**src/rtl/laser_link_pkg.sv**
```systemverilog
// laser_link_pkg: shared types and defaults for the laser receive path.
// Holds the deframer state enum, default frame constants and checksum width.
package laser_link_pkg;

  localparam int         DEF_MAX_PAYLOAD    = 16;
  localparam logic [7:0] DEF_SYNC_BYTE      = 8'h7E;
  localparam int         DEF_TIMEOUT_CYCLES = 4096;
  localparam int         CHK_W              = 8;

  typedef enum logic [2:0] {
    HUNT,
    LEN,
    PAYLOAD,
    CHECK,
    DRAIN
  } rx_state_e;

  function automatic logic [CHK_W-1:0] chk_step(
    input logic [CHK_W-1:0] c,
    input logic [7:0]       b
  );
    return c ^ b;
  endfunction

endpackage

```
**src/rtl/laser_rx_deframer_if.sv**
```systemverilog
// laser_rx_deframer_if: receiver byte stream plus FTDI write-queue port.
// slave: deframer view (takes rx bytes, drives wrreq/data_wr); master: peer view.
interface laser_rx_deframer_if;

  logic       data_valid;
  logic [7:0] data_in;
  logic       wrq_full;
  logic       wrreq;
  logic [7:0] data_wr;

  modport slave (
    input  data_valid,
    input  data_in,
    input  wrq_full,
    output wrreq,
    output data_wr
  );

  modport master (
    output data_valid,
    output data_in,
    output wrq_full,
    input  wrreq,
    input  data_wr
  );

endinterface

```
**src/rtl/payload_buffer.sv**
```systemverilog
// payload_buffer: DEPTH x 8 register array, sync write, async read.
// Ports: clock, we/waddr/wdata write port, raddr/rdata read port.
module payload_buffer #(
  parameter int DEPTH = 16,
  parameter int AW    = 4
) (
  input  logic          clock,
  input  logic          we,
  input  logic [AW-1:0] waddr,
  input  logic [7:0]    wdata,
  input  logic [AW-1:0] raddr,
  output logic [7:0]    rdata
);

  logic [7:0] mem_q [DEPTH];

  always_ff @(posedge clock) begin
    if (we) begin
      mem_q[waddr] <= wdata;
    end
  end

  assign rdata = mem_q[raddr];

endmodule

```
**src/rtl/laser_rx_deframer.sv**
```systemverilog
// laser_rx_deframer: hunts SYNC/LEN/payload/CHK frames, drains good payloads.
// Ports: clock, reset (async low), en, bus (rx stream + FTDI write queue),
// pkt_good/pkt_bad/overrun pulses, busy, and *_count stats outputs.
// Stats counters exist only when LASER_DEFRAME_STATS_EN is defined,
// otherwise the count outputs are tied to zero.
module laser_rx_deframer
  import laser_link_pkg::*;
#(
  parameter int         MAX_PAYLOAD    = DEF_MAX_PAYLOAD,
  parameter logic [7:0] SYNC_BYTE      = DEF_SYNC_BYTE,
  parameter int         TIMEOUT_CYCLES = DEF_TIMEOUT_CYCLES
) (
  input  logic                clock,
  input  logic                reset,
  input  logic                en,
  laser_rx_deframer_if.slave  bus,
  output logic                pkt_good,
  output logic                pkt_bad,
  output logic                overrun,
  output logic                busy,
  output logic [15:0]         good_count,
  output logic [15:0]         bad_count,
  output logic [15:0]         overrun_count
);

  localparam int IW = $clog2(MAX_PAYLOAD + 1);
  localparam int AW = (MAX_PAYLOAD > 1) ?
                      $clog2(MAX_PAYLOAD) : 1;
  localparam int TW = $clog2(TIMEOUT_CYCLES + 1);

  localparam logic [IW-1:0] IDX_ONE  = IW'(1);
  localparam logic [TW-1:0] IDLE_ONE = TW'(1);
  localparam logic [TW-1:0] IDLE_MAX =
    TW'(TIMEOUT_CYCLES - 1);
  localparam logic [7:0]    LEN_MAX  = 8'(MAX_PAYLOAD);

  rx_state_e         state_q, state_d;
  logic [IW-1:0]     len_q, len_d;
  logic [CHK_W-1:0]  chk_q, chk_d;
  logic [IW-1:0]     wr_idx_q, wr_idx_d;
  logic [IW-1:0]     rd_idx_q, rd_idx_d;
  logic [TW-1:0]     idle_q, idle_d;
  logic              good_q, good_d;
  logic              bad_q, bad_d;
  logic              ovr_q, ovr_d;

  logic              dv;
  logic [7:0]        din;
  logic              timed;
  logic              tmo;
  logic              buf_we;
  logic              wr_fire;
  logic [7:0]        buf_rdata;

  assign dv    = bus.data_valid;
  assign din   = bus.data_in;
  assign timed = (state_q == LEN) ||
                 (state_q == PAYLOAD) ||
                 (state_q == CHECK);
  // A byte in the same cycle as the timeout wins.
  assign tmo   = timed && !dv && (idle_q == IDLE_MAX);

  payload_buffer #(
    .DEPTH (MAX_PAYLOAD),
    .AW    (AW)
  ) u_buf (
    .clock (clock),
    .we    (buf_we),
    .waddr (wr_idx_q[AW-1:0]),
    .wdata (din),
    .raddr (rd_idx_q[AW-1:0]),
    .rdata (buf_rdata)
  );

  always_comb begin
    state_d  = state_q;
    len_d    = len_q;
    chk_d    = chk_q;
    wr_idx_d = wr_idx_q;
    rd_idx_d = rd_idx_q;
    good_d   = 1'b0;
    bad_d    = 1'b0;
    ovr_d    = 1'b0;
    buf_we   = 1'b0;
    wr_fire  = 1'b0;

    if (!en) begin
      state_d  = HUNT;
      wr_idx_d = '0;
      rd_idx_d = '0;
    end else begin
      unique case (state_q)
        HUNT: begin
          if (dv && din == SYNC_BYTE) begin
            state_d = LEN;
          end
        end
        LEN: begin
          if (dv) begin
            if (din == 8'h00 || din > LEN_MAX) begin
              bad_d   = 1'b1;
              state_d = HUNT;
            end else begin
              len_d    = din[IW-1:0];
              chk_d    = din;
              wr_idx_d = '0;
              state_d  = PAYLOAD;
            end
          end
        end
        PAYLOAD: begin
          if (dv) begin
            buf_we   = 1'b1;
            chk_d    = chk_step(chk_q, din);
            wr_idx_d = wr_idx_q + IDX_ONE;
            if (wr_idx_q + IDX_ONE == len_q) begin
              state_d = CHECK;
            end
          end
        end
        CHECK: begin
          if (dv) begin
            if (din == chk_q) begin
              state_d  = DRAIN;
              rd_idx_d = '0;
              good_d   = 1'b1;
            end else begin
              bad_d   = 1'b1;
              state_d = HUNT;
            end
          end
        end
        DRAIN: begin
          // Bytes arriving now have nowhere to go.
          ovr_d = dv;
          if (!bus.wrq_full) begin
            wr_fire = 1'b1;
            if (rd_idx_q + IDX_ONE == len_q) begin
              state_d  = HUNT;
              rd_idx_d = '0;
            end else begin
              rd_idx_d = rd_idx_q + IDX_ONE;
            end
          end
        end
        default: state_d = HUNT;
      endcase

      if (tmo) begin
        bad_d   = 1'b1;
        state_d = HUNT;
      end
    end

    if (dv || state_d != state_q || !timed) begin
      idle_d = '0;
    end else begin
      idle_d = idle_q + IDLE_ONE;
    end
  end

  always_ff @(posedge clock or negedge reset) begin
    if (!reset) begin
      state_q  <= HUNT;
      len_q    <= '0;
      chk_q    <= '0;
      wr_idx_q <= '0;
      rd_idx_q <= '0;
      idle_q   <= '0;
      good_q   <= 1'b0;
      bad_q    <= 1'b0;
      ovr_q    <= 1'b0;
    end else begin
      state_q  <= state_d;
      len_q    <= len_d;
      chk_q    <= chk_d;
      wr_idx_q <= wr_idx_d;
      rd_idx_q <= rd_idx_d;
      idle_q   <= idle_d;
      good_q   <= good_d;
      bad_q    <= bad_d;
      ovr_q    <= ovr_d;
    end
  end

  assign bus.wrreq   = wr_fire;
  assign bus.data_wr = (state_q == DRAIN) ?
                       buf_rdata : 8'h00;
  assign pkt_good    = good_q;
  assign pkt_bad     = bad_q;
  assign overrun     = ovr_q;
  assign busy        = (state_q != HUNT);

`ifdef LASER_DEFRAME_STATS_EN
  logic [15:0] good_cnt_q, good_cnt_d;
  logic [15:0] bad_cnt_q, bad_cnt_d;
  logic [15:0] ovr_cnt_q, ovr_cnt_d;

  always_comb begin
    good_cnt_d = good_cnt_q;
    bad_cnt_d  = bad_cnt_q;
    ovr_cnt_d  = ovr_cnt_q;
    if (good_q && good_cnt_q != 16'hFFFF) begin
      good_cnt_d = good_cnt_q + 16'd1;
    end
    if (bad_q && bad_cnt_q != 16'hFFFF) begin
      bad_cnt_d = bad_cnt_q + 16'd1;
    end
    if (ovr_q && ovr_cnt_q != 16'hFFFF) begin
      ovr_cnt_d = ovr_cnt_q + 16'd1;
    end
  end

  always_ff @(posedge clock or negedge reset) begin
    if (!reset) begin
      good_cnt_q <= '0;
      bad_cnt_q  <= '0;
      ovr_cnt_q  <= '0;
    end else begin
      good_cnt_q <= good_cnt_d;
      bad_cnt_q  <= bad_cnt_d;
      ovr_cnt_q  <= ovr_cnt_d;
    end
  end

  assign good_count    = good_cnt_q;
  assign bad_count     = bad_cnt_q;
  assign overrun_count = ovr_cnt_q;
`else
  assign good_count    = 16'h0000;
  assign bad_count     = 16'h0000;
  assign overrun_count = 16'h0000;
`endif

endmodule

```
**src/flat_wrapper.sv**
```systemverilog
// flat-port wrapper written by rule: the top's interface ports become plain ports
module laser_rx_deframer_flat import laser_link_pkg::*;
#(
  parameter int         MAX_PAYLOAD    = DEF_MAX_PAYLOAD,
  parameter logic [7:0] SYNC_BYTE      = DEF_SYNC_BYTE,
  parameter int         TIMEOUT_CYCLES = DEF_TIMEOUT_CYCLES
)
  (clock, reset, en, pkt_good, pkt_bad, overrun, busy, good_count, bad_count, overrun_count, bus_data_valid, bus_data_in, bus_wrq_full, bus_wrreq, bus_data_wr);
  laser_rx_deframer_if bus_i ();
  input  logic clock;
  input  logic reset;
  input  logic en;
  output logic pkt_good;
  output logic pkt_bad;
  output logic overrun;
  output logic busy;
  output logic [15:0] good_count;
  output logic [15:0] bad_count;
  output logic [15:0] overrun_count;
  input wire logic [$bits(bus_i.data_valid)-1:0] bus_data_valid;
  input wire logic [$bits(bus_i.data_in)-1:0] bus_data_in;
  input wire logic [$bits(bus_i.wrq_full)-1:0] bus_wrq_full;
  output wire logic [$bits(bus_i.wrreq)-1:0] bus_wrreq;
  output wire logic [$bits(bus_i.data_wr)-1:0] bus_data_wr;
  assign bus_i.data_valid = bus_data_valid;
  assign bus_i.data_in = bus_data_in;
  assign bus_i.wrq_full = bus_wrq_full;
  assign bus_wrreq = bus_i.wrreq;
  assign bus_data_wr = bus_i.data_wr;
  laser_rx_deframer #(.MAX_PAYLOAD(MAX_PAYLOAD), .SYNC_BYTE(SYNC_BYTE), .TIMEOUT_CYCLES(TIMEOUT_CYCLES)) u_core (.clock(clock), .reset(reset), .en(en), .bus(bus_i), .pkt_good(pkt_good), .pkt_bad(pkt_bad), .overrun(overrun), .busy(busy), .good_count(good_count), .bad_count(bad_count), .overrun_count(overrun_count));
endmodule
```
**config.mk**
```make
export PLATFORM = sky130hd
export DESIGN_NAME = laser_rx_deframer_flat
export DESIGN_NICKNAME = d
export VERILOG_FILES = /design/src/rtl/laser_link_pkg.sv /design/src/rtl/laser_rx_deframer_if.sv /design/src/rtl/payload_buffer.sv /design/src/rtl/laser_rx_deframer.sv /design/src/flat_wrapper.sv
export SDC_FILE = /design/constraint.sdc
export NUM_CORES = 1
export LEC_CHECK = 0
export CORE_AREA = 4 4 119 121
export DETAILED_ROUTE_END_ITERATION = 8
export DIE_AREA = 0 0 123 125
export PLACE_DENSITY = 0.82
export SLEW_MARGIN = 40
export SYNTH_ARGS = -nofsm -noshare
export SYNTH_HDL_FRONTEND = slang
export SYNTH_SLANG_ARGS = --single-unit
```
**constraint.sdc**
```tcl
create_clock -name clock -period 6.3 [get_ports clock]
set_input_delay 1.26 -clock clock [delete_from_list [all_inputs] [get_ports clock]]
set_output_delay 1.26 -clock clock [all_outputs]
set_load 0.005 [all_outputs]
```
### Yosys cells after proc, flatten, opt, wreduce, memory -nomap -nowiden

Memory sizes are Yosys's and may differ from the RTL's.
Index checks and enable logic that the tools add are counted.

| word-level totals | value |
|---|---|
| flip-flop bits (word level) | 42 |
| memories | 1 |
| word-level logic and storage cells | 105 |
| bits of input ports | 13 |
| memory bits (writable) | 128 |

Memories:

| name | words | bits a word | read ports | clocked after memory_dff | wr ports | RTL line | RTL |
|---|---|---|---|---|---|---|---|
| u_core.u_buf.mem_q | 16 | 8 | 1 | 0 | 1 | payload_buffer.sv:15 | `logic [7:0] mem_q [DEPTH];` |

| cells by class | value |
|---|---|
| eq/ne operators | 21 |
| $add $sub $neg | 3 |
| reduce and logical (&&, ||, !) cells | 18 |
| mux-type cells | 50 |
| bitwise gates (word level) | 2 |
| magnitude comparators | 1 |

Operators with widths:

| cell | count |
|---|---|
| $mux W5 | 9 |
| $mux W8 | 4 |
| $mux W3 | 10 |
| $mux W1 | 20 |
| $pmux W5 S2 | 2 |
| $ne A3 B3 Y1 const B | 6 |
| $pmux W8 S2 | 1 |
| $pmux W3 S5 | 1 |
| $add A13 B1 Y13 const B | 1 |
| $eq A13 B12 Y1 const B | 1 |
| $mux W13 | 1 |
| $reduce_and A4 Y1 | 3 |
| $add A5 B1 Y5 const B | 2 |
| $eq A5 B5 Y1 | 2 |
| $eq A8 B7 Y1 const B | 1 |
| $eq A8 B8 Y1 | 1 |
| $gt A8 B5 Y1 const B | 1 |
| $logic_not A8 Y1 | 1 |
| $xor A8 B8 Y8 | 1 |
| $eq A3 B2 Y1 const B | 2 |
| $ne A2 B2 Y1 const B | 3 |
| $ne A3 B1 Y1 const B | 2 |
| $logic_or A1 B1 Y1 | 5 |
| $reduce_and A5 Y1 | 1 |
| other kinds (11) | 14 |

### Depth between registers and ports, before layout

| depth | value |
|---|---|
| depth in word-level cells | 11 |
| depth in mapped cells | 7 |
| depth with buffers taken out | 6 |

### Modules after synthesis

A second synthesis with hierarchy kept.

| second synthesis, totals | value |
|---|---|
| cells, all modules | 510 |
| area, all modules | 7737.4 um^2 |

Modules (own cells, without submodules):

| module | area each (um^2) | times used | sequential area each (um^2) | cells each |
|---|---|---|---|---|
| payload_buffer | 4987.3 | 1 | 3843.7 | 221 |
| laser_rx_deframer | 2750.1 | 1 | 1051.0 | 289 |

### Worst setup path after synthesis

Ideal clock, no wire load.

| path | value |
|---|---|
| path type | input to register |
| start point | in en |
| end point | mem u_core.u_buf.mem_q[0][0], enable pin |
| library setup time | 0.398 ns |
| required time | 5.902 ns |
| cell stages on the path | 4 |
| buffers on the path | 1 |
| slack | 3.110 ns |
| data arrival time | 2.792 ns |
| cell sequence | buf_2 > nor2b_1 > nand3_1 > nor4b_1 |

| between the ends | value |
|---|---|
| longest elaborated chain between the ends | 3 |

RTL lines:

| what | RTL line | RTL |
|---|---|---|
| from (decl) | flat_wrapper.sv:12 | `input logic en;` |
| $mux W1 | laser_rx_deframer.sv:87 | `if (!en) begin` |
| $mux W1 | payload_buffer.sv:18 | `if (we) begin` |
| $mux W1 (not written as such) | payload_buffer.sv:19 | `mem_q[waddr] <= wdata;` |
| to (decl) | payload_buffer.sv:15 |  |

No other way between the ends.

### Worst setup path after layout

| path | value |
|---|---|
| start point | reg u_core.rd_idx_q[0] |
| end point | out bus_data_wr[3] |

| between the ends | value |
|---|---|
| longest elaborated chain between the ends | 2 |

RTL lines:

| what | RTL line | RTL |
|---|---|---|
| from (decl) | laser_rx_deframer.sv:41 | `logic [IW-1:0] rd_idx_q, rd_idx_d;` |
| from (signal assigned) | laser_rx_deframer.sv:178 | `rd_idx_q <= rd_idx_d;` |
| $mem_v2 Z16 W8 | n/a |  |
| $mux W8 | laser_rx_deframer.sv:187 | `assign bus.data_wr = (state_q == DRAIN) ?` |
| to (decl) | flat_wrapper.sv:24 | `output wire logic [$bits(bus_i.data_wr)-1:0] bus_data_wr;` |

No other way between the ends.

==> metrics <==
setup violators final 0; VDD IR max 0.000239 V; DRT antenna net count 0; Worst setup EP type output pin; DRC viols 0; library cells used by synthesis 50; port bufs 25; most frequent cells in the layout 128 x edfxtp_1, 48 x conb_1, 41 x dfrtp_1, 39 x mux4_2, 30 x nand2_1; core area 0.0131 mm²; Final Hold Fails 0; die area 0.0154 mm²; RR Endpoint u_core.u_buf.mem_q[10][1]; leak pwr 3.08 nW; first-pass GRT wire length 25000 µm; drt wl/cell 22.0 µm; P&R area growth vs syn 10.9%; Max Root-Sink Buffers 2; # IOs 74; ANT cells 0; Synth Warn # 0; Worst Hold End u_core.idle_q[12]; drt total wl 16100 µm; skew final 0.0100 ns; Synth Area in Simple Gates 10.4%; FMAX 0.223 GHz; Hold Path Stages 2; Post-synth ARST share 24.7%; Hold Crit Class flop to flop; Final Max Tran Viols 0; H-tree levels 4; Final nets 561; CTS root buffer clkbuf_16; Main synth FF type edfxtp_1; vias in the first global route 4366; CP Class flop to output pin; Yosys reg bits 170; Critical Path RT 5.04 ns; pwr/cell area 268 mW/mm²; # hold bufs at CTS 0; Post-CTS Setup Inserts 0; DPL Wire Length 10100 µm; final setup TNS 0 ns; CTS Buf Count 17; Worst Setup SP u_core.rd_idx_q[0]; overall routing resource usage 22.1%; Initial Util 59.5%; max cap viols 0; pin count of the biggest net entering global routing 43; Slew Limit Headroom 43.5%; register-to-register setup slack 3.71 ns; post-cts resize count 0; drt via density 6.09; Post-synth EDFFs 128; Die Width 123 µm; R2R Path Start u_core.state_q[1]; CTS tree yes; XOR/XNOR share of the synthesized area 3.82%; Initial DRT Pass Iterations 6; Final Cycle Share 71.2%; main combinational cell family by area after synthesis multiplexers; Clock Sinks 170; Placer Congestion 0.798; CTS clock-pin slew for the worst setup and hold paths 0.06 ns; row count 42; Clk Latency, worst-skew pair 0.43 ns; sequential area share after synthesis 62.8%; mux cell area share after synthesis 11.7%; status completed; R2R cell count 4; Worst Path Arrival 3.22 ns; total power 0.00232 W; initial antenna violation count 0; crit path max fanout 23; Die Ht 125 µm; grt ovf 0; Iter 0 DRT Violations 561; Avg Inst Size Synth 15.0 µm²; most common cell after layout, fill and taps aside edfxtp_1; fillers 876; Synth Area in Compound Gates 3.47%; adder-cell share of the synthesized area 0.964%; RSZ-0062 raised after global routing no; vias 4453; Worst-Margin Slew 0.845 ns; Cells after Synth 518; Worst Hold Launch u_core.idle_q[12]; share of cells above drive strength 1 15.1%; Netlist Area Pre-Place 0.00779 mm²; Startpoint Class flop; Final min period 4.48 ns
==> cell type report <==
cell class              count  area (µm²)  share of cell area [%]
inverters                  10        37.5                   0.434
clock buffers              19         433                    5.01
clock inverters            13         168                    1.94
multi-input cells         313        2620                    30.3
well taps                 176         220                    2.55
flip-flops and latches    170        4900                    56.7
repair buffers             30         270                    3.13
==> per-layer routing <==
| layer | GRT usage [%] | routed length (µm) |
|---|---|---|
| met5 | 0 | 0 |
| met4 | 9.77 | 444 |
| met1 | 29.7 | 6170 |
| met3 | 4.70 | 1250 |
| met2 | 35.2 | 8220 |
==> synthesized netlist by cell type, types with 2 or more instances <==
library cell | count | area (µm²)
inv_1 | 9 | 33.8
clkbuf_1 | 16 | 60.1
and4_1 | 7 | 61.3
nor4_1 | 4 | 25.0
or3b_1 | 2 | 17.5
xor2_1 | 25 | 219
edfxtp_1 | 128 | 3840
and3_1 | 8 | 50.1
mux4_2 | 39 | 878
nor3_1 | 10 | 50.1
buf_6 | 4 | 45.0
dfrtp_1 | 42 | 1050
o211ai_1 | 2 | 15.0
and2_1 | 9 | 56.3
or3_1 | 2 | 12.5
buf_2 | 3 | 15.0
nand3_1 | 11 | 55.1
a311oi_1 | 7 | 61.3
nor2_1 | 26 | 97.6
nand3b_1 | 3 | 22.5
a21oi_1 | 10 | 50.1
a211oi_1 | 3 | 22.5
nor4b_1 | 5 | 43.8
nor2b_1 | 3 | 18.8
o221ai_1 | 2 | 17.5
o21ai_1 | 3 | 15.0
and3b_1 | 2 | 17.5
nor4_2 | 2 | 25.0
nand2_1 | 30 | 113
o21ai_0 | 6 | 30.0
xnor2_1 | 9 | 78.8
nand4_1 | 5 | 31.3
and4b_1 | 6 | 60.1
nand2b_1 | 4 | 25.0
ha_1 | 6 | 75.1
a31oi_1 | 3 | 18.8
buf_4 | 49 | 368
==> worst max-delay path, cell delays in order (launching register included) <==
cell,delay (ns)
dfrtp_4,0.72
buf_4,0.38
mux4_2,0.57
mux4_2,0.46
and2_1,0.19
clkdlybuf4s50_1,0.48
==> per-stage QoR <==
step	utilization [%]	area, µm²	hold slack [ns]	instances	setup slack [ns]
final	66.1	8640	0.512	731	1.82
after floorplan	-	7970	0.467	565	3.11
after global placement	61.2	8010	0.482	699	2.10
after CTS	66.2	8660	0.513	731	1.55
after global routing	66.1	8640	0.535	731	1.63
after detailed placement	61.6	8060	0.501	699	2.03
==> report_power, final <==
group	total (W)	leakage, nW	internal [W]	switching (W)
clock network	0.00106	0.285	0.000628	0.000435
registers	0.00121	1.73	0.00121	0.0000000820
logic	0.0000477	1.06	0.0000104	0.0000372
==> state kept, by name, summed over array words and instances (netlist names), 3 cells and up <==
| name | flops |
|---|---|
| u_core.chk_q | 8 |
| u_core.idle_q | 13 |
| u_core.state_q | 3 |
| u_core.len_q | 5 |
| u_core.u_buf.mem_q | 128 |
| u_core.wr_idx_q | 5 |
| u_core.rd_idx_q | 5 |
==> how the worst max path moves through the flow <==
stage          cells past startpoint                  endpoint  slack (ns)
3_3_place_gp                       5            bus_data_wr[7]        2.10
6_report                           5            bus_data_wr[3]        1.82
4_1_cts                            5            bus_data_wr[3]        1.55
3_5_place_dp                       5            bus_data_wr[7]        2.03
2_1_floorplan                      4  u_core.u_buf.mem_q[0][0]        3.11
5_1_grt                            5            bus_data_wr[7]        1.63
==> cell families after synthesis <==
logic type	Yosys count
fa+ha+maj	6
other cells	1
buf+inv	82
simple gates	143
compound gates	41
flops	170
xor+xnor	34
mux	41
Note: power is estimated with default switching activity, not from simulation.
